--- src/rtl/mdu_pkg.sv ---
// mdu_pkg: shared definitions for the iterative multiply/divide unit.
//   - op encodings for MULT/MULTU/DIV/DIVU
//   - FSM state enum
//   - small op-decode helpers
package mdu_pkg;

  localparam logic [1:0] MDU_MULT  = 2'b00;
  localparam logic [1:0] MDU_MULTU = 2'b01;
  localparam logic [1:0] MDU_DIV   = 2'b10;
  localparam logic [1:0] MDU_DIVU  = 2'b11;

  typedef enum logic [1:0] {
    S_IDLE = 2'b00,
    S_RUN  = 2'b01,
    S_FIX  = 2'b10,
    S_DONE = 2'b11
  } mdu_state_t;

  function automatic logic op_is_div(input logic [1:0] op);
    return op[1];
  endfunction

  function automatic logic op_is_signed(input logic [1:0] op);
    return ~op[0];
  endfunction

endpackage

--- src/rtl/mdu_step.sv ---
// mdu_step: one combinational radix-2 iteration of the multiply/divide datapath.
// Ports:
//   div      in   1       1 = restoring divide step, 0 = shift-add multiply step
//   acc      in   2*XLEN  accumulator {upper, lower}
//   opnd     in   XLEN    multiplicand (multiply) or divisor (divide)
//   acc_nxt  out  2*XLEN  accumulator after this step (divide: LSB left 0)
//   qbit     out  1       quotient bit produced by a divide step (0 for multiply)
module mdu_step
  import mdu_pkg::*;
#(
  parameter int XLEN = 32
) (
  input  logic              div,
  input  logic [2*XLEN-1:0] acc,
  input  logic [XLEN-1:0]   opnd,
  output logic [2*XLEN-1:0] acc_nxt,
  output logic              qbit
);

  logic [XLEN:0] sum;
  logic [XLEN:0] trial;

  always_comb begin
    acc_nxt = '0;
    qbit    = 1'b0;
    // Multiply: lower half holds the remaining multiplier bits, upper half the
    // partial product; the carry out of the add shifts into the upper half.
    sum   = {1'b0, acc[2*XLEN-1:XLEN]} + {1'b0, (acc[0] ? opnd : '0)};
    // Divide: remainder shifted left by one with the next dividend bit; since
    // the remainder is always below the divisor, a set MSB means "borrow".
    trial = acc[2*XLEN-1:XLEN-1] - {1'b0, opnd};
    if (div) begin
      qbit = ~trial[XLEN];
      if (qbit) begin
        acc_nxt = {trial[XLEN-1:0], acc[XLEN-2:0], 1'b0};
      end else begin
        acc_nxt = {acc[2*XLEN-2:0], 1'b0};
      end
    end else begin
      acc_nxt = {sum, acc[XLEN-1:1]};
    end
  end

endmodule

--- src/rtl/mdu_iterative.sv ---
// mdu_iterative: multicycle MULT/MULTU/DIV/DIVU unit with architectural HI/LO.
// One radix-2 step per cycle; start/busy/done handshake plus abort for flushes.
// Ports:
//   clk, rst           clock, synchronous active-high reset
//   start, op, a, b    launch request (accepted when not busy), opcode, operands
//   mthi, mtlo         write a into HI / LO while not busy
//   abort              kill the in-flight operation (suppresses a same-cycle start)
//   busy, done         RUN/FIX indication, one-cycle completion pulse
//   div_by_zero        set for DIV/DIVU with b=0, held until the next accepted start
//   hi, lo             HI/LO registers
// Optional build macro MDU_ZERO_SKIP_EN: operations with a=0 or b=0 bypass RUN.
//
// state | meaning
// IDLE  | waiting for start; mthi/mtlo allowed
// RUN   | one iteration per cycle, counter counts down to 1
// FIX   | apply result signs, HI/LO written on exit
// DONE  | done pulse; a new start may be accepted here
module mdu_iterative
  import mdu_pkg::*;
#(
  parameter int XLEN  = 32,
  parameter int CNT_W = $clog2(XLEN) + 1
) (
  input  logic            clk,
  input  logic            rst,
  input  logic            start,
  input  logic [1:0]      op,
  input  logic [XLEN-1:0] a,
  input  logic [XLEN-1:0] b,
  input  logic            mthi,
  input  logic            mtlo,
  input  logic            abort,
  output logic            busy,
  output logic            done,
  output logic            div_by_zero,
  output logic [XLEN-1:0] hi,
  output logic [XLEN-1:0] lo
);

  mdu_state_t state, state_nxt;

  logic [2*XLEN-1:0] acc, acc_step, prod;
  logic [XLEN-1:0]   opnd, a_orig, abs_a, abs_b, res_hi, res_lo;
  logic [CNT_W-1:0]  cnt;
  logic              is_div, res_neg, rem_neg, dz_q, qbit;
  logic              sgn_a, sgn_b, accept, zero_go;

  assign sgn_a = op_is_signed(op) & a[XLEN-1];
  assign sgn_b = op_is_signed(op) & b[XLEN-1];
  assign abs_a = sgn_a ? -a : a;
  assign abs_b = sgn_b ? -b : b;

  assign accept = start && !abort && ((state == S_IDLE) || (state == S_DONE));

`ifdef MDU_ZERO_SKIP_EN
  assign zero_go = (a == '0) || (b == '0);
`else
  assign zero_go = 1'b0;
`endif

  assign div_by_zero = dz_q;

  mdu_step #(.XLEN(XLEN)) u_step (
    .div     (is_div),
    .acc     (acc),
    .opnd    (opnd),
    .acc_nxt (acc_step),
    .qbit    (qbit)
  );

  always_ff @(posedge clk) begin
    if (rst) state <= S_IDLE;
    else     state <= state_nxt;
  end

  always_comb begin
    state_nxt = state;
    busy      = 1'b0;
    done      = 1'b0;
    case (state)
      S_IDLE: begin
        if (accept) state_nxt = zero_go ? S_FIX : S_RUN;
      end
      S_RUN: begin
        busy = 1'b1;
        if (abort)                     state_nxt = S_IDLE;
        else if (cnt == CNT_W'(1))     state_nxt = S_FIX;
      end
      S_FIX: begin
        busy = 1'b1;
        if (abort) state_nxt = S_IDLE;
        else       state_nxt = S_DONE;
      end
      S_DONE: begin
        done = 1'b1;
        if (accept) state_nxt = zero_go ? S_FIX : S_RUN;
        else        state_nxt = S_IDLE;
      end
      default: state_nxt = S_IDLE;
    endcase
  end

  // Sign fix-up. A divide by zero overrides the iterated result; the signed
  // overflow case needs no special handling because |a|=2^(XLEN-1), |b|=1 and
  // equal signs leave the quotient as the most-negative value.
  always_comb begin
    prod   = res_neg ? -acc : acc;
    res_hi = prod[2*XLEN-1:XLEN];
    res_lo = prod[XLEN-1:0];
    if (is_div) begin
      if (dz_q) begin
        res_lo = '1;
        res_hi = a_orig;
      end else begin
        res_lo = res_neg ? -acc[XLEN-1:0] : acc[XLEN-1:0];
        res_hi = rem_neg ? -acc[2*XLEN-1:XLEN] : acc[2*XLEN-1:XLEN];
      end
    end
  end

  always_ff @(posedge clk) begin
    if (rst) begin
      hi      <= '0;
      lo      <= '0;
      acc     <= '0;
      opnd    <= '0;
      a_orig  <= '0;
      cnt     <= '0;
      is_div  <= 1'b0;
      res_neg <= 1'b0;
      rem_neg <= 1'b0;
      dz_q    <= 1'b0;
    end else begin
      if (!busy) begin
        if (mthi) hi <= a;
        if (mtlo) lo <= a;
      end
      if (accept) begin
        is_div  <= op_is_div(op);
        res_neg <= sgn_a ^ sgn_b;
        rem_neg <= sgn_a;
        a_orig  <= a;
        dz_q    <= op_is_div(op) && (b == '0);
        cnt     <= CNT_W'(XLEN);
        opnd    <= op_is_div(op) ? abs_b : abs_a;
        // A zero-skipped operation goes straight to FIX, where a zero
        // accumulator yields the correct product/quotient/remainder.
        acc     <= zero_go ? '0 : {{XLEN{1'b0}}, (op_is_div(op) ? abs_a : abs_b)};
      end else if (state == S_RUN) begin
        acc <= acc_step | {{(2*XLEN-1){1'b0}}, qbit};
        cnt <= cnt - CNT_W'(1);
      end
      if ((state == S_FIX) && !abort) begin
        hi <= res_hi;
        lo <= res_lo;
      end
    end
  end

endmodule

--- config.mk ---
export PLATFORM = sky130hd
export DESIGN_NAME = mdu_iterative
export DESIGN_NICKNAME = d
export VERILOG_FILES = /design/src/rtl/mdu_pkg.sv /design/src/rtl/mdu_step.sv /design/src/rtl/mdu_iterative.sv
export SDC_FILE = /design/constraint.sdc
export NUM_CORES = 1
export LEC_CHECK = 0
export BUFFER_PORTS_ARGS = -buffer_cell sky130_fd_sc_hd__buf_2
export CAP_MARGIN = 0
export CORE_UTILIZATION = 55
export DETAILED_ROUTE_END_ITERATION = 6
export PLACE_DENSITY = 0.82
export SYNTH_ARGS = -nofsm -noshare
export SYNTH_HDL_FRONTEND = slang
export SYNTH_SLANG_ARGS = --single-unit
--- constraint.sdc ---
create_clock -name clk -period 5.7 [get_ports clk]
set_input_delay 0.57 -clock clk [delete_from_list [all_inputs] [get_ports clk]]
set_output_delay 0.57 -clock clk [all_outputs]
set_load 0.03 [all_outputs]
==> results_dict.tcl, run 1 <==
set metrics [dict create \
    multiInputGateArea_sq_um 11610 \
    wirelength_microns 60840 \
    cap_violations 0 \
    drtIter0Drc 2208 \
    holdPathEnd "a_orig[27]" \
    cellPowerDensity_nw_per_um2 315.4 \
    clk_pin_slew_ps 60 \
    finalSetupTns_ps 0 \
    synthMuxAreaShare_pct 5.959 \
    status "finished, final reports clean" \
    syn_nets 2429 \
    htreeDepth 1 \
    grt_max_degree 101 \
    r2r-start "acc[31]" \
    fp.dieH_microns 175.8 \
    synth_top_family_by_area "compound AO/OA/AOI/OAI gates" \
    coreArea_sq_um 29640 \
    setup_viol 0 \
    tightest_slew_ps 1204 \
    stdcell_area_sq_um 18120 \
    syn-cell-area_sq_um 16610 \
    ys_seq_area_share_pct 24.59 \
    end_kind "register" \
    hold_viol_final 0 \
    drive_gt1_share_pct 10.38 \
    cellLeakagePower_nw 7.329 \
    dp_hpwl_microns 44110 \
    vias 17760 \
    synth-compound-area-share_pct 28.14 \
    netlist_instances 2280 \
    reg2regPathDepth 14 \
    die_w_microns 175.8 \
    synth.avg_cell_area_sq_um 7.284 \
    cts_resized 0 \
    final_cell_mix "nand2_1, a21oi_1, nor2_1" \
    final.min_clock_period_ps 4426 \
    fin_worst_skew_ps 12.83 \
    nFillCells 2663 \
    antenna_found_initial 0 \
    holdBufCountCts 0 \
    post_drt_wl_per_cell_microns 22.59 \
    synth_edf_count 0 \
    initial_core_util_pct 56.04 \
    seqCellArea_sq_um 4089 \
    slew_violations 0 \
    cp-start-kind "register" \
    antenna_cells 0 \
    final_common_cell "nand2_1" \
    clockBufferDepth 3 \
    dp_cells 2652 \
    gp_congestion 1.021 \
    period_share_pct 77.65 \
    post-route-drc-count 0 \
    grt_pass1_vias 16242 \
    r2r_end "acc[60]" \
    crit_required_ps 6060 \
    crit_arrival_ps 4790 \
    clock-root-buffer "clkbuf_16" \
    grtUsageTotal_pct 38.29 \
    num_io_pins 139 \
    hold_path_class "in -> reg" \
    insertion_delay_ps 530 \
    die_area_sq_um 30900 \
    synthAdderAreaFrac_pct 5.891 \
    clock.fmax_ghz 0.2259 \
    fin_cells 2693 \
    overflow 0 \
    synth.distinct_cells 72 \
    total_power_mw 5.715 \
    grt_pass1_wl_microns 92740 \
    worstHoldStart "a[27]" \
    io_buffer_count 138 \
    final_core_util_pct 61.14 \
    core.rowCount 63 \
    tritoncts "yes" \
    synthFlopType "dfxtp_1" \
    relSlewSlack_pct 19.72 \
    synth-simple-area-share_pct 20.08 \
    layout.nets 2437 \
    ys_ff_latch 204 \
    ant_nets 0 \
    rrSetupSlack_ps 1270 \
    synth_warnings 0 \
    crit_type "reg -> reg" \
    viasPerCell 6.595 \
    placed_cell_area_sq_um 17320 \
    drtPass1Iterations 5 \
    cts_buffers 24 \
    synth-async-reset-ratio_pct 0 \
    cts.sinks 204 \
    irDropWorstVdd_v 0.0002391 \
    grt_setup_unrepaired "no" \
    synthXorXnorAreaFrac_pct 9.598 \
    post_cts_buffers 0 \
    worstPathMaxFanout 29 \
    area_growth_pct 9.116 \
    holdPathStages 3 \
]
-- power breakdown --
part | total (mW) | leakage (nW) | internal (mW) | switching, mW
combinational | 2.33 | 5.27 | 0.836 | 1.49
sequential | 1.78 | 1.67 | 1.57 | 0.211
clock | 1.61 | 0.384 | 0.975 | 0.633
-- worst max-delay path by stage --
stage,startpoint,end,slack [ps]
after global routing,acc[31],acc[44],1010
final,acc[31],acc[60],1270
after CTS,acc[31],acc[60],1340
after floorplan,acc[31],acc[48],2100
after global placement,acc[31],acc[60],1490
after detailed placement,acc[31],acc[60],1390
-- routing by layer --
layer  track usage, %  vias up  wire, microns
li1                 -     8231              -
met1            51.04     8317          24370
met2            57.77     1032          26070
met3            5.931      180           6479
met4            23.59        0           3913
met5                0        -              0
-- state kept, by name, summed over array words and instances (netlist names) --
signal       flops
opnd            32
is_div           1
acc             64
lo              32
res_neg          1
hi              32
cnt              6
rem_neg          1
a_orig          32
div_by_zero      1
state            2
-- worst max-delay path, cell delays in order, from the launching register on --
cell and delay (ps):
dfxtp_1 450, inv_1 120, ha_1 250, fa_1 390, nand2b_1 200, a21oi_1 210, o21a_1 260, o211ai_1 210
o41a_1 420, o311ai_1 610, xor2_2 170, buf_4 360, mux2_2 380, mux2i_1 140, a21oi_1 100
-- cell usage after synthesis, types with 9 or more instances --
library cell | count | area, sq um
nand3_1 | 27 | 135.1
nand2b_1 | 21 | 131.4
o21a_1 | 13 | 97.59
dfxtp_1 | 204 | 4084
a31oi_1 | 24 | 150.1
nand2_1 | 316 | 1186
or3_1 | 24 | 150.1
and3_1 | 12 | 75.07
o21bai_1 | 11 | 82.58
a311oi_1 | 26 | 227.7
or4_1 | 13 | 97.59
nor2_1 | 213 | 799.5
xnor2_1 | 93 | 814.5
a221oi_1 | 44 | 385.4
nor3_1 | 41 | 205.2
o21ai_0 | 139 | 695.7
ha_1 | 75 | 938.4
a21oi_1 | 234 | 1171
a21o_1 | 36 | 270.3
o211ai_1 | 60 | 450.4
inv_1 | 63 | 236.5
clkbuf_1 | 155 | 581.8
and2_1 | 9 | 56.30
xor2_1 | 89 | 779.5
nor4_1 | 15 | 93.84
o31ai_1 | 28 | 210.2
or2_2 | 10 | 62.56
nor2b_1 | 18 | 112.6
nand4_1 | 10 | 62.56
mux2i_1 | 91 | 910.9
o22ai_1 | 9 | 56.30
o41ai_1 | 11 | 96.34
a211oi_1 | 34 | 255.2
buf_1 | 21 | 78.83
-- logic make-up (layout without fill, tap and decap cells) --
| kind of cell | Yosys count | after routing |
|---|---|---|
| AOI/OAI and AO/OA | 727 | 727 |
| xor gates and xnor gates | 182 | 182 |
| adders and majority gates | 77 | 77 |
| buffers and inverters | 247 | 270 |
| DFF | 204 | 204 |
| muxes | 98 | 98 |
| and+or+nand+nor | 745 | 745 |
-- per-stage QoR --
step,hold WS [ps],setup slack [ps]
after floorplan,431.9,2098
after global placement,441.7,1485
after detailed placement,447.1,1385
after CTS,347.1,1341
after global routing,353.3,1010
final,354.7,1274
-- layout make-up --
class | count | area share, %
Inverter | 64 | 1.326
Multi-Input combinational cell | 1829 | 64.09
Sequential cell | 204 | 22.56
Clock buffer | 38 | 3.887
Timing Repair Buffer | 165 | 4.943
Tap cell | 390 | 2.693
Clock inverter | 3 | 0.4971
No activity file was read; power rests on OpenSTA's default activity.
==> run 2, diff against run 1 <==
PLACE_DENSITY = 0.85   (was 0.82)
clock period = 3.95 ns   (was 5.7 ns; I/O delays follow)
==> run 2 against run 1 <==
  * Clock power increased by 40%
  * Power up 47%
  * Sequential share of layout area is 0.50 points lower
  * Global-route usage is 0.18 points higher
  * Non-clock buffer count is 44 higher
  * Clock skew decreased by 1.6 ps
  * Hold slack got worse by 200 ps
  * Via count grew 2.1%
==> results_dict.tcl, run 2 (synthesis results as in run 1) <==
set metrics [dict create \
    final_cell_mix "nand2_1, a21oi_1, nor2_1" \
    hold_path_class "in -> reg" \
    num_io_pins 139 \
    cts_buffers 25 \
    antenna_found_initial 0 \
    drive_gt1_share_pct 12.65 \
    hold_viol_final 0 \
    die_w_microns 175.8 \
    slowest_delay_ps 380 \
    cellLeakagePower_nw 7.585 \
    status "finished, final reports clean" \
    ant_nets 0 \
    core.rowCount 63 \
    worstHoldStart "a[27]" \
    period_share_pct 97.04 \
    clock-root-buffer "clkbuf_16" \
    crit_required_ps 4430 \
    cellPowerDensity_nw_per_um2 453.3 \
    tritoncts "yes" \
    drtIter0Drc 2232 \
    viasPerCell 6.625 \
    clockBufferDepth 3 \
    gp_congestion 1.003 \
    vias 18138 \
    nFillCells 2672 \
    path_cells "clkinvlp_4, buf_4, nor2_1, ha_1, a211o_1, a221o_1, a21oi_1, or4_1, nand2_1, a31oi_1, mux2i_1, a21oi_1, a311o_1, nor2_1" \
    crit_arrival_ps 4320 \
    grt_pass1_wl_microns 92980 \
    htreeDepth 1 \
    cp-start-kind "register" \
    largest_reg_flops 64 \
    io_buffer_count 138 \
    clock.fmax_ghz 0.2609 \
    worstPathMaxFanout 11 \
    holdWs_ps 155.2 \
    grtUsageTotal_pct 38.47 \
    cp_num_cells 14 \
    grt_max_degree 101 \
    clk_pin_slew_ps 60 \
    wirelength_microns 61120 \
    final_common_cell "nand2_1" \
    rrSetupSlack_ps 120 \
    coreArea_sq_um 29640 \
    final.min_clock_period_ps 3833 \
    slew_violations 0 \
    grt_pass1_vias 16542 \
    cp_top_family "compound AO/OA/AOI/OAI gates" \
    insertion_delay_ps 550 \
    p_int_mw 4.917 \
    setup_ws_ps 116.8 \
    clockPowerShare_pct 26.9 \
    reg2regPathDepth 14 \
    holdPathEnd "a_orig[27]" \
    tightest_slew_ps 1119 \
    r2r-start "acc[0]" \
    irDropWorstVdd_v 0.0005466 \
    cp_num_buf_inv 2 \
    fin_worst_skew_ps 11.19 \
    slowest_stage "dfxtp_1" \
    post-route-drc-count 0 \
    r2r_end "acc[61]" \
    cts.sinks 204 \
    holdBufCountCts 0 \
    initial_core_util_pct 56.04 \
    antenna_cells 0 \
    post_drt_wl_per_cell_microns 22.32 \
    end_kind "register" \
    netSwitchingFraction_pct 41.46 \
    comb_power_share_pct 43.6 \
    area_growth_pct 11.58 \
    layout.nets 2482 \
    p_sw_mw 3.483 \
    holdPathStages 3 \
    relSlewSlack_pct 25.41 \
    dp_hpwl_microns 45470 \
    crit_type "reg -> reg" \
    critical_path.startpoint "acc[0]" \
    pwr-share-seq_pct 29.6 \
    fp.dieH_microns 175.8 \
    cap_violations 0 \
    setup_viol 0 \
    die_area_sq_um 30900 \
    regMostFlops "acc" \
    drtPass1Iterations 6 \
    post-place-ws_ps -65.56 \
    overflow 0 \
]
[run 2: changes by cell type in the layout (fill, tap and decap cells not counted), moves of 2 or more]
cell	change
clkbuf_1	-6
nor2_2	+2
buf_4	+41
buf_12	+2
clkinv_2	+4
clkinvlp_4	+2
bufinv_16	-2
[run 2: final cells by class]
type	instances	area, sq um	share of cell area [%]
clock buffers	33	695.7	3.754
clock inverters	9	95.09	0.5131
inverters	64	244.0	1.317
multi-input cells	1829	11660	62.93
flip-flops and latches	204	4089	22.06
well taps	390	488.0	2.633
repair buffers	209	1259	6.792
[run 2: power groups by stage]
| stage | Clock (mW) | Sequential (mW) | Combinational (mW) |
|---|---|---|---|
| after detailed placement | 0 | 2.51 | 3.50 |
| after global routing | 2.35 | 2.50 | 3.94 |
| final | 2.26 | 2.48 | 3.66 |
| after CTS | 2.26 | 2.47 | 3.53 |
| after global placement | 0 | 2.51 | 3.45 |
| after floorplan | 0 | 2.56 | 2.35 |
[run 2: per-layer routing]
metal  vias to the layer above  share of wire, %  global-route usage [%]
met2                      1078                44                   59.75
met4                         0               6.9                   23.41
li1                       8300                 -                       -
met5                         -                 0                       0
met3                       230                10                   6.407
met1                      8530                39                   49.78
[run 2: metrics by stage]
step,setup TNS [ps],cell area [sq um],cells,utilization (%),power [mW]
detailed placement,-65.56,17680,2696,59.65,6.019
CTS,0,18480,2738,62.34,8.266
global placement,0,17680,2696,59.65,5.954
global route,-58.06,18530,2738,62.53,8.785
finish,0,18530,2738,62.53,8.400
floorplan,0,16610,2280,-,4.910
[run 2: what timing repair did]
item,in CTS,in global routing
setup endpoints to repair,1,17
resized for setup,1,11
hold endpoints to repair,0,0
pin swaps,0,0
buffers inserted,0,0
[run 2: tightest hold or removal path, stage by stage]
cell	delay, ps
buf_2	140
nand2_1	60
a21oi_1	50
[run 2: worst max-delay path by stage]
stage	to	slack, ps
finish	acc[61]	120
global route	acc[61]	-30
CTS	acc[35]	80
detailed placement	hi[24]	-70
global placement	hi[24]	80
floorplan	acc[48]	350
